--- src/rtl/ccsds123_byte_unpacker.sv ---
// ccsds123_byte_unpacker: packs a little-endian AXI-Stream byte stream of BIP-ordered
// samples into PIPELINES-lane words of PIPELINES*D bits for the compressor input.
//   clk, areset          : clock, synchronous active-high reset
//   s_axis_tdata/tvalid  : input bytes, little-endian within each sample
//   s_axis_tready        : registered; low only while a completed word is parked
//   m_axis_tdata/tvalid  : assembled word, lane 0 in bits [D-1:0]
//   m_axis_tready        : downstream ready
//   m_axis_tlast         : word holds the image's final sample (unused lanes zero)
//   image_done           : one-cycle pulse after the tlast word is accepted
module ccsds123_byte_unpacker #(
    parameter int PIPELINES = 1,
    parameter int D = 16,
    parameter int NX = 8,
    parameter int NY = 8,
    parameter int NZ = 8
) (
    input  logic                   clk,
    input  logic                   areset,
    input  logic [7:0]             s_axis_tdata,
    input  logic                   s_axis_tvalid,
    output logic                   s_axis_tready,
    output logic [PIPELINES*D-1:0] m_axis_tdata,
    output logic                   m_axis_tvalid,
    input  logic                   m_axis_tready,
    output logic                   m_axis_tlast,
    output logic                   image_done
);
    localparam int SAMPLE_BYTES = (D + 7) / 8;
    localparam int TOTAL_SAMPLES = NX * NY * NZ;
    localparam int W = PIPELINES * D;
    localparam int BW = $clog2(SAMPLE_BYTES + 1);
    localparam int LW = $clog2(PIPELINES + 1);
    localparam int CW = $clog2(TOTAL_SAMPLES + 1);

    typedef enum logic {S_ASSEMBLE, S_WAIT} state_t;

    state_t                    state;
    logic [BW-1:0]             byte_idx;
    logic [LW-1:0]             lane_idx;
    logic [CW-1:0]             sample_cnt;
    logic [W-1:0]              buffer;
    logic                      pend_last;
    logic [SAMPLE_BYTES*8-1:0] lane_bytes;
    logic [W-1:0]              word_next;
    logic                      accept, out_free, last_byte, last_lane, last_sample, complete;

    assign accept      = s_axis_tvalid && s_axis_tready;
    assign out_free    = !m_axis_tvalid || m_axis_tready;
    assign last_byte   = byte_idx == BW'(SAMPLE_BYTES - 1);
    assign last_lane   = lane_idx == LW'(PIPELINES - 1);
    assign last_sample = sample_cnt == CW'(TOTAL_SAMPLES - 1);
    assign complete    = accept && last_byte && (last_lane || last_sample);

    // Bytes land in a whole-byte lane image; slicing to D drops the excess top bits.
    always_comb begin
        lane_bytes = '0;
        lane_bytes[byte_idx*8 +: 8] = s_axis_tdata;
        word_next = buffer | (W'(lane_bytes[D-1:0]) << (lane_idx * D));
    end

    always_ff @(posedge clk) begin
        if (areset) begin
            state         <= S_ASSEMBLE;
            byte_idx      <= '0;
            lane_idx      <= '0;
            sample_cnt    <= '0;
            buffer        <= '0;
            pend_last     <= 1'b0;
            s_axis_tready <= 1'b0;
            m_axis_tdata  <= '0;
            m_axis_tvalid <= 1'b0;
            m_axis_tlast  <= 1'b0;
            image_done    <= 1'b0;
        end else begin
            image_done <= m_axis_tvalid && m_axis_tready && m_axis_tlast;
            // tready comes from state only: it drops after a word is parked, rises once it moves out
            s_axis_tready <= state == S_ASSEMBLE ? !(complete && !out_free) : out_free;
            if (m_axis_tready)
                m_axis_tvalid <= 1'b0;
            if (state == S_ASSEMBLE) begin
                if (accept) begin
                    byte_idx <= last_byte ? '0 : byte_idx + 1'b1;
                    if (last_byte) begin
                        sample_cnt <= last_sample ? '0 : sample_cnt + 1'b1;
                        lane_idx   <= (last_lane || last_sample) ? '0 : lane_idx + 1'b1;
                    end
                    buffer <= word_next;
                    if (complete && out_free) begin
                        m_axis_tdata  <= word_next;
                        m_axis_tlast  <= last_sample;
                        m_axis_tvalid <= 1'b1;
                        buffer        <= '0;
                    end else if (complete) begin
                        pend_last <= last_sample;
                        state     <= S_WAIT;
                    end
                end
            end else if (out_free) begin
                m_axis_tdata  <= buffer;
                m_axis_tlast  <= pend_last;
                m_axis_tvalid <= 1'b1;
                buffer        <= '0;
                state         <= S_ASSEMBLE;
            end
        end
    end
endmodule

--- config.mk ---
export PLATFORM = sky130hd
export DESIGN_NAME = ccsds123_byte_unpacker
export DESIGN_NICKNAME = d
export VERILOG_FILES = /design/src/rtl/ccsds123_byte_unpacker.sv
export SDC_FILE = /design/constraint.sdc
export NUM_CORES = 1
export LEC_CHECK = 0
export CAP_MARGIN = 20
export CORE_UTILIZATION = 30
export DETAILED_ROUTE_END_ITERATION = 8
export PLACE_DENSITY = 0.55
export SLEW_MARGIN = 30
export SYNTH_ARGS = -nofsm -noshare
export SYNTH_HDL_FRONTEND = slang
export SYNTH_SLANG_ARGS = --single-unit
--- constraint.sdc ---
create_clock -name clk -period 3.4 [get_ports clk]
set_input_delay 0.68 -clock clk [delete_from_list [all_inputs] [get_ports clk]]
set_output_delay 0.68 -clock clk [all_outputs]
set_load 0.01 [all_outputs]
==> impl_metrics.yaml <==
global_routing:
  grt_pass1_wl_um: 8652
  grt_pass1_vias: 1738
  track_usage: 0.1304
  grt_max_degree: 43
  grt_overflow: 0
  antenna_found_initial: 0
logic_synthesis:
  synth_top_cell_by_area: "dfxtp_1"
  synthMuxAreaShare: 0.09969
  ys_warn_count: 0
  synth_commonest_cells: "51 x dfxtp_1, 30 x nor2_1, 24 x a31oi_1"
  synth_compound_area_frac: 0.1221
  synth_seq_cells: 51
  synth_area_leaders: "dfxtp_1 43%, a31oi_1 6.3%, mux2_4 6.3%, nor2b_1 6.0%, nor2_1 4.7%"
  synthFlopType: "dfxtp_1"
  synth_top_cell_area_share: 0.4259
  synth-simple-area-share: 0.2401
  post_synth_fa_ha_maj_area_fraction: 0.03132
  postSynthNetCount: 275
  syn_area_mm2: 0.002397
  syn_avg_cell_area_um2: 9.328
  synth_seq_area_share: 0.4259
  post-synth-top-count-cell: "dfxtp_1"
  synthCells: 257
  synth_top_family_by_area: "simple AND/OR/NAND/NOR gates"
  synthDistinctLibCells: 44
  synth_xor_area_frac: 0.03288
  synth_edf_count: 0
  synthArstFlopShare: 0
critical_path:
  path_class: "input pin to flop"
  path_delay_family: "compound AO/OA/AOI/OAI gates"
  worstPathRequired_ns: 3.61
  reg2reg_slack_ns: 1.17
  critPathMaxStageDelay_ns: 0.68
  crit_fanout: 16
  cp-start-kind: "input pin"
  crit_chain: "clkdlybuf4s50_1, nand3_1, o21a_1, a21o_1, mux2_2"
  cp_slowest_cell: "a21o_1"
  arrival_ns: 2.63
  cp-end-kind: "flop"
  cp_num_cells: 5
  worstRegToRegCells: 6
  critical_path.n_buffers_inverters: 1
pwr:
  clockPowerShare: 0.345
  irDropWorstVdd_mv: 0.1386
  total_power_mw: 1.094
  swShare: 0.2666
  power.density_mw_per_mm2: 381.2
  share_comb_of_total_power: 0.096
  p_leak_nw: 1.059
  p_sw_mw: 0.2916
  power_frac_seq: 0.559
  cellInternalPower_mw: 0.8021
floorplan:
  core_area_mm2: 0.007727
  rows: 32
  start_util: 0.3102
  io_pins: 32
  die-area_mm2: 0.008352
  die_w_um: 91.39
  die_y_um: 91.39
route:
  routed_wirelength_um: 5119
  drcViolationCount: 0
  vias: 1890
  via_per_inst: 4.909
  ant_nets: 0
  post_drt_wl_per_cell_um: 13.30
  first_iter_violations: 70
  drt_pass1_iterations: 4
sta:
  fin_crit_sh: 0.7111
  period_minus_slack_ns: 2.418
  tightestPinTransition_ns: 0.8255
  slew_violations: 0
  setup_violations: 0
  rsz0062_at_grt: "false"
  max_freq_mhz: 413.6
  clock_skew_ns: 0.01248
  relSlewSlack: 0.4497
  fin_setup_tns_ns: 0
  finalHoldViolations: 0
clock_tree:
  cts_tree: "yes"
  post_cts_buffers: 0
  h-tree-depth: 2
  cts_sinks: 51
  clk_latency_ns: 0.32
  clk_pin_slew_ns: 0.10
  cts-root-buf: "clkbuf_8"
  cts.repair.resized: 0
  cts_buffer_depth: 2
  cts_made_buffers: 5
  postCtsHoldBufs: 0
final_layout:
  regArea_mm2: 0.001021
  layout-drive-gt1-share: 0.1237
  nets: 300
  n_antenna_cell: 0
  n_fill_cell: 804
  multi_input_comb_area_mm2: 0.001261
  area_delta_synth_final_pct: 19.68
placed_design:
  port_buffers: 31
  place_congestion: 0.7368
  dp_hpwl_um: 3511
min_path:
  hp-class: "flop to flop"
  hold-path-cell-count: 2
run:
  cap_viol_max_count: 0
outcome:
  status: "complete, no violations"
-- stage by stage --
step,cells,instance area [um^2],util,hold slack [ns],setup WS (ns)
global route,385,2869,0.3713,0.5042,0.8264
detailed placement,377,2771,0.3586,0.4644,0.6340
floorplan,257,2397,-,0.4384,1.538
finish,385,2869,0.3713,0.4781,0.9824
CTS,385,2869,0.3713,0.4797,0.9690
global placement,377,2771,0.3586,0.4604,0.7017
-- power groups by stage --
| stage | combinational [mW] | clock (mW) | sequential [mW] |
|---|---|---|---|
| finish | 0.105 | 0.377 | 0.612 |
| global route | 0.117 | 0.417 | 0.614 |
| CTS | 0.105 | 0.395 | 0.612 |
| detailed placement | 0.105 | 0 | 0.625 |
| global placement | 0.104 | 0 | 0.625 |
| floorplan | 0.0645 | 0 | 0.625 |
-- logic make-up after synthesis --
| logic type | Yosys count |
|---|---|
| muxes | 18 |
| DFF | 51 |
| buffers and inverters | 24 |
| adders and majority gates | 6 |
| and+or+nand+nor | 103 |
| xor gates and xnor gates | 9 |
| AOI/OAI and AO/OA | 46 |
-- cell usage in the layout (no fill, tap or decap), types with 10 or more instances in the layout --
cell and n:
a21oi_1 11, a31oi_1 24, mux2_4 10, clkdlybuf4s50_1 30, nor2_1 30, dfxtp_1 51
nor3_1 21, nor2b_1 23
-- worst min-delay path, cell delays in order (launching register included) --
cell and delay, ns:
dfxtp_1 0.33, o41ai_1 0.06, a21oi_1 0.05
-- state kept, by name (all words and copies together), names as in the netlist --
name / count
m_axis_tvalid: 1
pend_last: 1
m_axis_tlast: 1
sample_cnt: 10
m_axis_tdata: 16
state: 1
byte_idx: 2
image_done: 1
buffer: 16
lane_idx: 1
s_axis_tready: 1
-- final timing paths --
kind	startpoint	end
setup reg to reg	byte_idx[1]	m_axis_tdata[3]
hold / removal	pend_last	pend_last
hold reg to reg	pend_last	pend_last
setup / recovery	s_axis_tvalid	m_axis_tdata[3]
-- layout make-up --
| class | instances | share of cell area |
|---|---|---|
| multi-input combinational | 182 | 0.4396 |
| sequential | 51 | 0.3559 |
| tap | 102 | 0.04448 |
| timing repair buffer | 35 | 0.1169 |
| clock inverter | 3 | 0.01003 |
| inverter | 7 | 0.009158 |
| clock buffer | 5 | 0.02399 |
-- per-layer routing --
metal / GRT usage / vias up / share of wire
li1: - / 964 / -
met1: 0.1841 / 884 / 0.53
met2: 0.1911 / 36 / 0.42
met3: 0.02848 / 6 / 0.036
met4: 0.05159 / 0 / 0.016
met5: 0 / - / 0
(Power assumes the default switching activity.)
